**config.mk**
```make
export PLATFORM = sky130hd
export DESIGN_NAME = tx_tos_marker
export DESIGN_NICKNAME = d
export VERILOG_FILES = /design/src/rtl/tx_tos_marker.sv
export SDC_FILE = /design/constraint.sdc
export NUM_CORES = 1
export LEC_CHECK = 0
export BUFFER_PORTS_ARGS = -buffer_cell sky130_fd_sc_hd__buf_2
export CAP_MARGIN = 20
export CORE_AREA = 5 5 225 227
export CTS_CLUSTER_DIAMETER = 80
export DETAILED_ROUTE_END_ITERATION = 8
export DIE_AREA = 0 0 230 232
export HOLD_SLACK_MARGIN = 0.03
export SETUP_SLACK_MARGIN = 0.05
export SYNTH_ARGS = -nofsm -noshare
export SYNTH_HDL_FRONTEND = slang
export SYNTH_SLANG_ARGS = --single-unit
```
**constraint.sdc**
```tcl
create_clock -name clk -period 9.6 [get_ports clk]
set_clock_uncertainty 0.1 [all_clocks]
set_input_delay 0.96 -clock clk [delete_from_list [all_inputs] [get_ports clk]]
set_output_delay 0.96 -clock clk [all_outputs]
set_load 0.02 [all_outputs]
```
**src/rtl/tx_tos_marker.sv**
```systemverilog
// AXI-Stream TX pass-through: rewrites the IPv4 TOS byte of selected packets and counts packets.
// Optional macro TX_CSUM_FIX_EN: incremental IPv4 header checksum update on marked beats.
module tx_tos_marker #(
  parameter logic [7:0]  TOS_VAL = 8'h28,
  parameter int unsigned CNT_W   = 32
) (
  input  logic             clk,
  input  logic             rst,
  input  logic [255:0]     s_tdata,
  input  logic             s_tvalid,
  input  logic             s_tlast,
  output logic             s_tready,
  output logic [255:0]     m_tdata,
  output logic             m_tvalid,
  output logic             m_tlast,
  input  logic             m_tready,
  input  logic             mark_en,
  output logic [CNT_W-1:0] tx_count,
  output logic [CNT_W-1:0] tx_pkt_count
);

  localparam int unsigned DATA_W = 256;

  logic              is_first;
  logic              accept_c;
  logic              mark_c;
  logic [DATA_W-1:0] beat_c;

  // Output register can take a new beat when empty or draining this cycle.
  assign s_tready = !m_tvalid || m_tready;
  assign accept_c = s_tvalid && s_tready;
  assign mark_c   = accept_c && is_first && mark_en &&
                    (s_tdata[103:96] == 8'h08) && (s_tdata[111:104] == 8'h00);

`ifdef TX_CSUM_FIX_EN
  // One's-complement 16-bit add with end-around carry.
  function automatic logic [15:0] oc_add(input logic [15:0] a, input logic [15:0] b);
    logic [16:0] s;
    s = {1'b0, a} + {1'b0, b};
    return s[15:0] + 16'(s[16]);
  endfunction

  logic [15:0] hc_c;
  logic [15:0] m_old_c;
  logic [15:0] m_new_c;
  logic [15:0] hc_new_c;

  assign hc_c     = {s_tdata[199:192], s_tdata[207:200]};
  assign m_old_c  = {s_tdata[119:112], s_tdata[127:120]};
  assign m_new_c  = {s_tdata[119:112], TOS_VAL};
  assign hc_new_c = ~oc_add(oc_add(~hc_c, ~m_old_c), m_new_c);
`endif

  // Beat as it should leave the block.
  always_comb begin
    beat_c = s_tdata;
    if (mark_c) begin
      beat_c[127:120] = TOS_VAL;
`ifdef TX_CSUM_FIX_EN
      beat_c[199:192] = hc_new_c[15:8];
      beat_c[207:200] = hc_new_c[7:0];
`endif
    end
  end

  // Output pipeline stage; data held while stalled.
  always_ff @(posedge clk or posedge rst) begin
    if (rst) begin
      m_tvalid <= 1'b0;
      m_tdata  <= '0;
      m_tlast  <= 1'b0;
    end else if (accept_c) begin
      m_tvalid <= 1'b1;
      m_tdata  <= beat_c;
      m_tlast  <= s_tlast;
    end else if (m_tready) begin
      m_tvalid <= 1'b0;
    end
  end

  // Packet boundary tracking and counters, updated on input accept.
  always_ff @(posedge clk or posedge rst) begin
    if (rst) begin
      is_first     <= 1'b1;
      tx_count     <= '0;
      tx_pkt_count <= '0;
    end else if (accept_c) begin
      is_first <= s_tlast;
      if (is_first) begin
        tx_pkt_count <= tx_pkt_count + CNT_W'(1);
      end
      if (mark_c) begin
        tx_count <= tx_count + CNT_W'(1);
      end
    end
  end

endmodule

```
==> results of run 1 <==
[final cells by class]
class	count	area (um2)	area share, %
Sequential cell	323	8080	46.4
Inverter	3	15.0	0.0862
Multi-Input combinational cell	983	4300	24.7
Tap cell	622	778	4.47
Timing Repair Buffer	593	3010	17.3
Clock buffer	57	1140	6.53
Clock inverter	8	81.3	0.467
Antenna cell	1	2.50	0.0144
[cells by family (layout without fill, tap and decap cells)]
family | count (synthesis) | in the layout
compound gates | 6 | 6
xor+xnor | 62 | 62
fa+ha+maj | 2 | 2
buf+inv | 68 | 661
flops | 323 | 323
mux | 2 | 2
other cells | 0 | 1
simple gates | 911 | 911
[per-layer routing]
| layer | GRT usage [%] | wire length [um] |
|---|---|---|
| met4 | 4.35 | 1060 |
| met3 | 5.33 | 3690 |
| met5 | 0 | 29 |
| met2 | 24.6 | 19900 |
| met1 | 17.3 | 15800 |
[state kept, by name, summed over array words and instances, names as in the netlist]
signal        flops
is_first          1
m_tdata         256
m_tlast           1
m_tvalid          1
tx_count         32
tx_pkt_count     32
[metrics by stage]
step	instances	hold WS (ns)
after floorplan	1374	0.368
after global placement	2523	0.352
after detailed placement	2524	0.357
after CTS	2589	0.370
after global routing	2590	0.381
final	2590	0.366
[worst reg2reg max path: stages, from the launching register on]
cell and delay [ns]:
dfrtp_1 0.38, nand2b_1 0.32, and2_4 0.78, buf_4 0.93, nand2_1 0.26, nand2_1 0.11
[worst paths after layout]
check / cells past startpoint / to / from
max: 7 / m_tdata[224] / m_tready
min reg2reg: 2 / m_tdata[43] / m_tdata[43]
max reg2reg: 5 / m_tdata[241] / m_tvalid
max in group asynchronous: 3 / m_tdata[78] / rst
min: 2 / m_tdata[43] / m_tdata[43]
min in group asynchronous: 2 / m_tdata[14] / rst
[power breakdown]
| part | internal, W | switching [W] |
|---|---|---|
| sequential | 0.00151 | 0.0000874 |
| clock | 0.000847 | 0.000564 |
| combinational | 0.000214 | 0.000452 |
[placed cells by master (no fill, tap or decap), types with 11 or more instances in the layout]
master	count
dfrtp_1	322
clkbuf_16	41
buf_2	585
nand3_1	25
xnor2_1	44
nand4_1	19
nor2_1	18
clkbuf_1	11
and3_1	17
nand2_1	793
xor2_1	18
==> impl_metrics.xml, run 1 <==
<?xml version="1.0" encoding="UTF-8"?>
<metrics>
  <group name="run_status">
    <metric name="outcome" unit="">completed</metric>
  </group>
  <group name="layout">
    <metric name="n_fill_cell" unit="">4963</metric>
    <metric name="layout-area-overhead-vs-synth" unit="%">37.8</metric>
    <metric name="post_route_cells_drive_above_1_share" unit="%">33.4</metric>
    <metric name="postLayoutCellArea" unit="um2">17400</metric>
    <metric name="final_net_count" unit="">2208</metric>
    <metric name="final_util" unit="%">35.9</metric>
  </group>
  <group name="clock_tree">
    <metric name="cts-htree-levels" unit="">2</metric>
    <metric name="cts-resized-gates" unit="">0</metric>
    <metric name="worstSkewPairLatency" unit="ns">0.53</metric>
    <metric name="cts_sinks" unit="">323</metric>
    <metric name="cts.clk_slew.worst_paths" unit="ns">0.06</metric>
    <metric name="post_cts_hold_buffer_count" unit="">0</metric>
    <metric name="cts_setup_buffers" unit="">0</metric>
    <metric name="numCtsBuffers" unit="">40</metric>
    <metric name="clk_root_buffer_cell" unit="">clkbuf_16</metric>
    <metric name="clock_tree.buffer_depth" unit="">3</metric>
    <metric name="cts_tree" unit="">yes</metric>
  </group>
  <group name="setup_path">
    <metric name="timing_worst_setup_path_type" unit="">in -&gt; reg</metric>
    <metric name="crit_required" unit="ns">9.96</metric>
    <metric name="cp.buffers_inverters" unit="">3</metric>
    <metric name="crit_arrival" unit="ns">3.53</metric>
    <metric name="critical_path.top_delay_family" unit="">buffers and inverters</metric>
    <metric name="cp_cell_sequence" unit="">buf_2, nand2b_1, nand2_4, buf_4, buf_4, nand2_1, nand2_1</metric>
    <metric name="cell_at_the_slowest_stage_of_the_critical_path" unit="">buf_4</metric>
    <metric name="critical-path-max-stage-delay" unit="ns">0.77</metric>
    <metric name="critical_path.endpoint_type" unit="">flop</metric>
    <metric name="cp_max_fo" unit="">89</metric>
    <metric name="crit_path_start_kind" unit="">primary input</metric>
    <metric name="setup_slack_of_the_most_critical_reg_to_reg_path" unit="ns">6.67</metric>
  </group>
  <group name="route">
    <metric name="route.detailed.drc" unit="">0</metric>
    <metric name="route.antenna.remaining_nets" unit="">0</metric>
    <metric name="viasPerCell" unit="">4.32</metric>
    <metric name="dr.pass1.iters" unit="">5</metric>
    <metric name="route.vias.total" unit="">11200</metric>
    <metric name="first_iteration_detailed_routing_drc_count" unit="">625</metric>
    <metric name="route.detailed.wl_per_inst" unit="um">15.6</metric>
    <metric name="detail_route.wirelength" unit="mm">40.5</metric>
  </group>
  <group name="yosys">
    <metric name="synthFlopType" unit="">dfrtp_1</metric>
    <metric name="synth-xor-area-share" unit="%">4.30</metric>
    <metric name="netlist_top_cells_count" unit="">794 x nand2_1, 322 x dfrtp_1, 53 x clkbuf_1, 44 x xnor2_1, 25 x nand3_1</metric>
    <metric name="ys_top_cells_by_area" unit="">dfrtp_1 64%, nand2_1 24%, xnor2_1 3.1%</metric>
    <metric name="synth_cells" unit="">1374</metric>
    <metric name="synth_cell_type_count" unit="">28</metric>
    <metric name="mappedNetlistNets" unit="">1638</metric>
    <metric name="yosysMostFrequentCell" unit="">nand2_1</metric>
    <metric name="synthSimpleGateAreaFrac" unit="%">29.0</metric>
    <metric name="synth-seq-area-share" unit="%">64.0</metric>
    <metric name="syn_area_per_cell" unit="um2">9.20</metric>
    <metric name="yosysWarnings" unit="">0</metric>
    <metric name="ys_async_rst_share" unit="%">100</metric>
    <metric name="synth_adder_area_share" unit="%">0.198</metric>
    <metric name="synthesis.area" unit="um2">12600</metric>
    <metric name="post-synth-top-area-fraction" unit="%">63.8</metric>
    <metric name="main_combinational_cell_family_by_area_after_synthesis" unit="">simple AND/OR/NAND/NOR gates</metric>
    <metric name="synth.largest_area_cell" unit="">dfrtp_1</metric>
    <metric name="synth_compound_gate_area_share" unit="%">0.238</metric>
    <metric name="synth-seq-cells" unit="">323</metric>
    <metric name="synth_edf_count" unit="">0</metric>
    <metric name="synth.mux.area_fraction" unit="%">0.178</metric>
  </group>
  <group name="power">
    <metric name="power.density_cell_area" unit="nW/um2">211</metric>
    <metric name="power.ir.vdd_worst" unit="mV">0.104</metric>
    <metric name="finalPower" unit="W">0.00368</metric>
    <metric name="cellLeakagePower" unit="nW">9.90</metric>
  </group>
  <group name="placed_design">
    <metric name="place_hpwl" unit="mm">29.4</metric>
    <metric name="place.gp.congestion" unit="">0.904</metric>
    <metric name="place.port_buffers" unit="">584</metric>
    <metric name="preCtsSetupSlack" unit="ns">5.87</metric>
    <metric name="placement.cell_area" unit="um2">16200</metric>
  </group>
  <group name="sta">
    <metric name="fin_ws" unit="ns">6.43</metric>
    <metric name="grt_setup_unrepaired" unit="">false</metric>
    <metric name="timing_worst_slew_pin_value" unit="ns">1.06</metric>
    <metric name="share_of_the_cycle_needed_by_the_critical_path_after_routing" unit="%">33.0</metric>
    <metric name="clock.fmax" unit="GHz">0.316</metric>
    <metric name="min_period" unit="ns">3.17</metric>
    <metric name="setup-tns-final" unit="ns">0</metric>
    <metric name="slew_violations" unit="">0</metric>
    <metric name="timing_hold_violations_final" unit="">0</metric>
    <metric name="max_slew_margin" unit="%">29.6</metric>
    <metric name="finalSetupViolations" unit="">0</metric>
  </group>
  <group name="floorplan">
    <metric name="io-pin-count" unit="">585</metric>
    <metric name="die_width" unit="um">230</metric>
    <metric name="floorplan.die.height" unit="um">232</metric>
    <metric name="fp.coreArea" unit="um2">48400</metric>
    <metric name="fp.dieArea" unit="um2">53400</metric>
    <metric name="floorplan.initialDensity" unit="%">26.1</metric>
    <metric name="floorplan.rows" unit="">81</metric>
  </group>
  <group name="grt">
    <metric name="grt_pass1_vias" unit="">11300</metric>
    <metric name="wire_length_of_the_first_global_routing_pass" unit="mm">62.8</metric>
    <metric name="global_route.overflow_total" unit="">0</metric>
    <metric name="antenna_found_initial" unit="">3</metric>
    <metric name="grt_util_all_layers" unit="%">14.5</metric>
    <metric name="grt_start_max_net_pins" unit="">144</metric>
  </group>
  <group name="flow_run">
    <metric name="number_of_max_cap_violations" unit="">0</metric>
  </group>
  <group name="hold_path">
    <metric name="worstHoldPathType" unit="">reg -&gt; reg</metric>
  </group>
</metrics>
No activity file was read; power rests on OpenSTA's default activity.
==> run 2, diff against run 1 <==
==> constraint.sdc (replaced) <==
create_clock -name clk -period 2.6 [get_ports clk]
set_clock_uncertainty 0.1 [all_clocks]
set_input_delay 0.26 -clock clk [delete_from_list [all_inputs] [get_ports clk]]
set_output_delay 0.26 -clock clk [all_outputs]
set_load 0.02 [all_outputs]
==> impl_metrics.xml, run 2 (same netlist as run 1, synthesis figures left out) <==
<?xml version="1.0" encoding="UTF-8"?>
<metrics>
  <group name="sta">
    <metric name="timing_worst_slew_pin_value" unit="ns">0.675</metric>
    <metric name="min_period" unit="ns">2.41</metric>
    <metric name="fin_ws" unit="ns">0.186</metric>
    <metric name="holdWs" unit="ns">0.208</metric>
    <metric name="max_slew_margin" unit="%">54.6</metric>
    <metric name="clock.fmax" unit="GHz">0.414</metric>
    <metric name="share_of_the_cycle_needed_by_the_critical_path_after_routing" unit="%">92.9</metric>
    <metric name="slew_violations" unit="">0</metric>
    <metric name="grt_setup_unrepaired" unit="">false</metric>
    <metric name="timing_hold_violations_final" unit="">0</metric>
    <metric name="finalSetupViolations" unit="">0</metric>
  </group>
  <group name="clock_tree">
    <metric name="worstSkewPairLatency" unit="ns">0.53</metric>
    <metric name="cts_tree" unit="">yes</metric>
    <metric name="clk_root_buffer_cell" unit="">clkbuf_16</metric>
    <metric name="numCtsBuffers" unit="">39</metric>
    <metric name="cts-htree-levels" unit="">2</metric>
    <metric name="cts_sinks" unit="">323</metric>
    <metric name="clock_tree.buffer_depth" unit="">3</metric>
    <metric name="cts.clk_slew.worst_paths" unit="ns">0.06</metric>
  </group>
  <group name="layout">
    <metric name="top_reg_by_flops" unit="">m_tdata</metric>
    <metric name="largest_register_ff_count" unit="">256</metric>
    <metric name="layout_common_cells" unit="">793 x nand2_1, 584 x buf_2, 322 x dfrtp_1, 259 x dlygate4sd3_1, 44 x xnor2_1</metric>
    <metric name="post_layout_nonfiller_instances" unit="">2894</metric>
    <metric name="regs_by_ff_count" unit="">m_tdata (256), tx_count (32), tx_pkt_count (32)</metric>
    <metric name="layout-area-overhead-vs-synth" unit="%">62.5</metric>
    <metric name="post_route_cells_drive_above_1_share" unit="%">31.0</metric>
    <metric name="final_net_count" unit="">2505</metric>
    <metric name="final_util" unit="%">42.4</metric>
    <metric name="most_common_cell_after_layout_fill_and_taps_aside" unit="">nand2_1</metric>
  </group>
  <group name="route">
    <metric name="route.detailed.drc" unit="">0</metric>
    <metric name="first_iteration_detailed_routing_drc_count" unit="">774</metric>
    <metric name="dr.pass1.iters" unit="">5</metric>
    <metric name="detail_route.wirelength" unit="mm">45.1</metric>
    <metric name="viasPerCell" unit="">4.37</metric>
    <metric name="route.vias.total" unit="">12700</metric>
    <metric name="route.antenna.remaining_nets" unit="">0</metric>
    <metric name="route.detailed.wl_per_inst" unit="um">15.6</metric>
  </group>
  <group name="grt">
    <metric name="global_route.overflow_total" unit="">0</metric>
    <metric name="grt_util_all_layers" unit="%">16.3</metric>
    <metric name="grt_pass1_vias" unit="">13300</metric>
    <metric name="wire_length_of_the_first_global_routing_pass" unit="mm">71.0</metric>
    <metric name="antenna_found_initial" unit="">1</metric>
    <metric name="grt_start_max_net_pins" unit="">101</metric>
  </group>
  <group name="placed_design">
    <metric name="place_hpwl" unit="mm">31.2</metric>
    <metric name="numPlacedInstances" unit="">2561</metric>
    <metric name="place.port_buffers" unit="">584</metric>
    <metric name="place.gp.congestion" unit="">0.847</metric>
    <metric name="preCtsSetupSlack" unit="ns">-0.119</metric>
  </group>
  <group name="setup_path">
    <metric name="crit_required" unit="ns">2.94</metric>
    <metric name="crit_path_start_kind" unit="">primary input</metric>
    <metric name="critPathLaunch" unit="">s_tdata[100]</metric>
    <metric name="reg2reg_launch_point" unit="">m_tvalid</metric>
    <metric name="crit_arrival" unit="ns">2.76</metric>
    <metric name="critical_path.endpoint_type" unit="">flop</metric>
    <metric name="timing_worst_setup_path_type" unit="">in -&gt; reg</metric>
    <metric name="cp_max_fo" unit="">12</metric>
  </group>
  <group name="floorplan">
    <metric name="floorplan.rows" unit="">81</metric>
    <metric name="floorplan.initialDensity" unit="%">26.1</metric>
    <metric name="io-pin-count" unit="">585</metric>
    <metric name="die_width" unit="um">230</metric>
    <metric name="fp.dieArea" unit="um2">53400</metric>
    <metric name="fp.coreArea" unit="um2">48400</metric>
    <metric name="floorplan.die.height" unit="um">232</metric>
  </group>
  <group name="power">
    <metric name="finalPower" unit="W">0.0143</metric>
    <metric name="power.ir.vdd_worst" unit="mV">0.503</metric>
    <metric name="cellLeakagePower" unit="nW">11.3</metric>
    <metric name="power.density_cell_area" unit="nW/um2">698</metric>
  </group>
  <group name="run_status">
    <metric name="outcome" unit="">completed</metric>
  </group>
  <group name="flow_run">
    <metric name="number_of_max_cap_violations" unit="">0</metric>
  </group>
  <group name="hold_path">
    <metric name="worstHoldPathType" unit="">in -&gt; async</metric>
  </group>
</metrics>
[run 2: cell count changes in the layout (fill, tap and decap cells not counted)]
cell	change
dlygate4sd3_1	+259
nor4b_1	-1
nor4b_2	+1
buf_12	+9
buf_2	-1
inv_6	-1
clkinvlp_4	-1
clkbuf_1	-3
clkinv_8	+1
bufinv_16	+1
buf_4	+31
clkbuf_8	+7
diode_2	+2
[run 2: layout make-up]
type	instances	area, um2
sequential	323	8080
tap	622	778
inverter	3	15.0
antenna	3	7.51
fill	4577	27900
multi-input combinational	983	4310
timing repair buffer	891	6010
clock inverter	8	111
clock buffer	61	1220
[run 2: final timing paths]
path	cells after the start	end	slack, ns
max	9	tx_count[20]	0.19
min	3	m_tdata[215]	0.21
max reg2reg	6	tx_count[20]	0.40
min reg2reg	2	m_tdata[130]	0.36
max in group asynchronous	5	m_tdata[112]	1.26
min in group clk	3	m_tvalid	0.21
[run 2: metal layers]
metal | track usage, % | wire length [um]
met5 | 0 | 0
met1 | 19.1 | 17600
met3 | 4.87 | 3690
met4 | 6.26 | 1620
met2 | 28.2 | 22200
[run 2: power breakdown]
part	switching [W]	internal [W]	leakage (nW)
Combinational	0.00179	0.00111	6.56
Sequential	0.000325	0.00559	4.05
Clock	0.00210	0.00343	0.658
Total	0.00421	0.0101	11.3
[run 2: worst max-delay path: stages]
cell,delay (ns)
dlygate4sd3_1,0.56
buf_2,0.15
nor4b_1,0.32
nand2_1,0.09
buf_4,0.17
or4b_1,0.49
buf_4,0.20
nor4_1,0.33
xor2_1,0.17
[run 2: repair_timing]
item / 4_1_cts / 5_1_grt
setup buffers: 0 / 2
resized for setup: 0 / 1
hold endpoints to repair: 310 / 0
endpoints found under the setup margin: 0 / 6
hold buffers: 259 / 0
[run 2: stage by stage]
stage               setup TNS [ns]  cell area (um2)
finish                           0            20500
global route                     0            20500
CTS                              0            20500
detailed placement          -0.542            16600
global placement            -0.318            16600
floorplan                  -666.78            12600
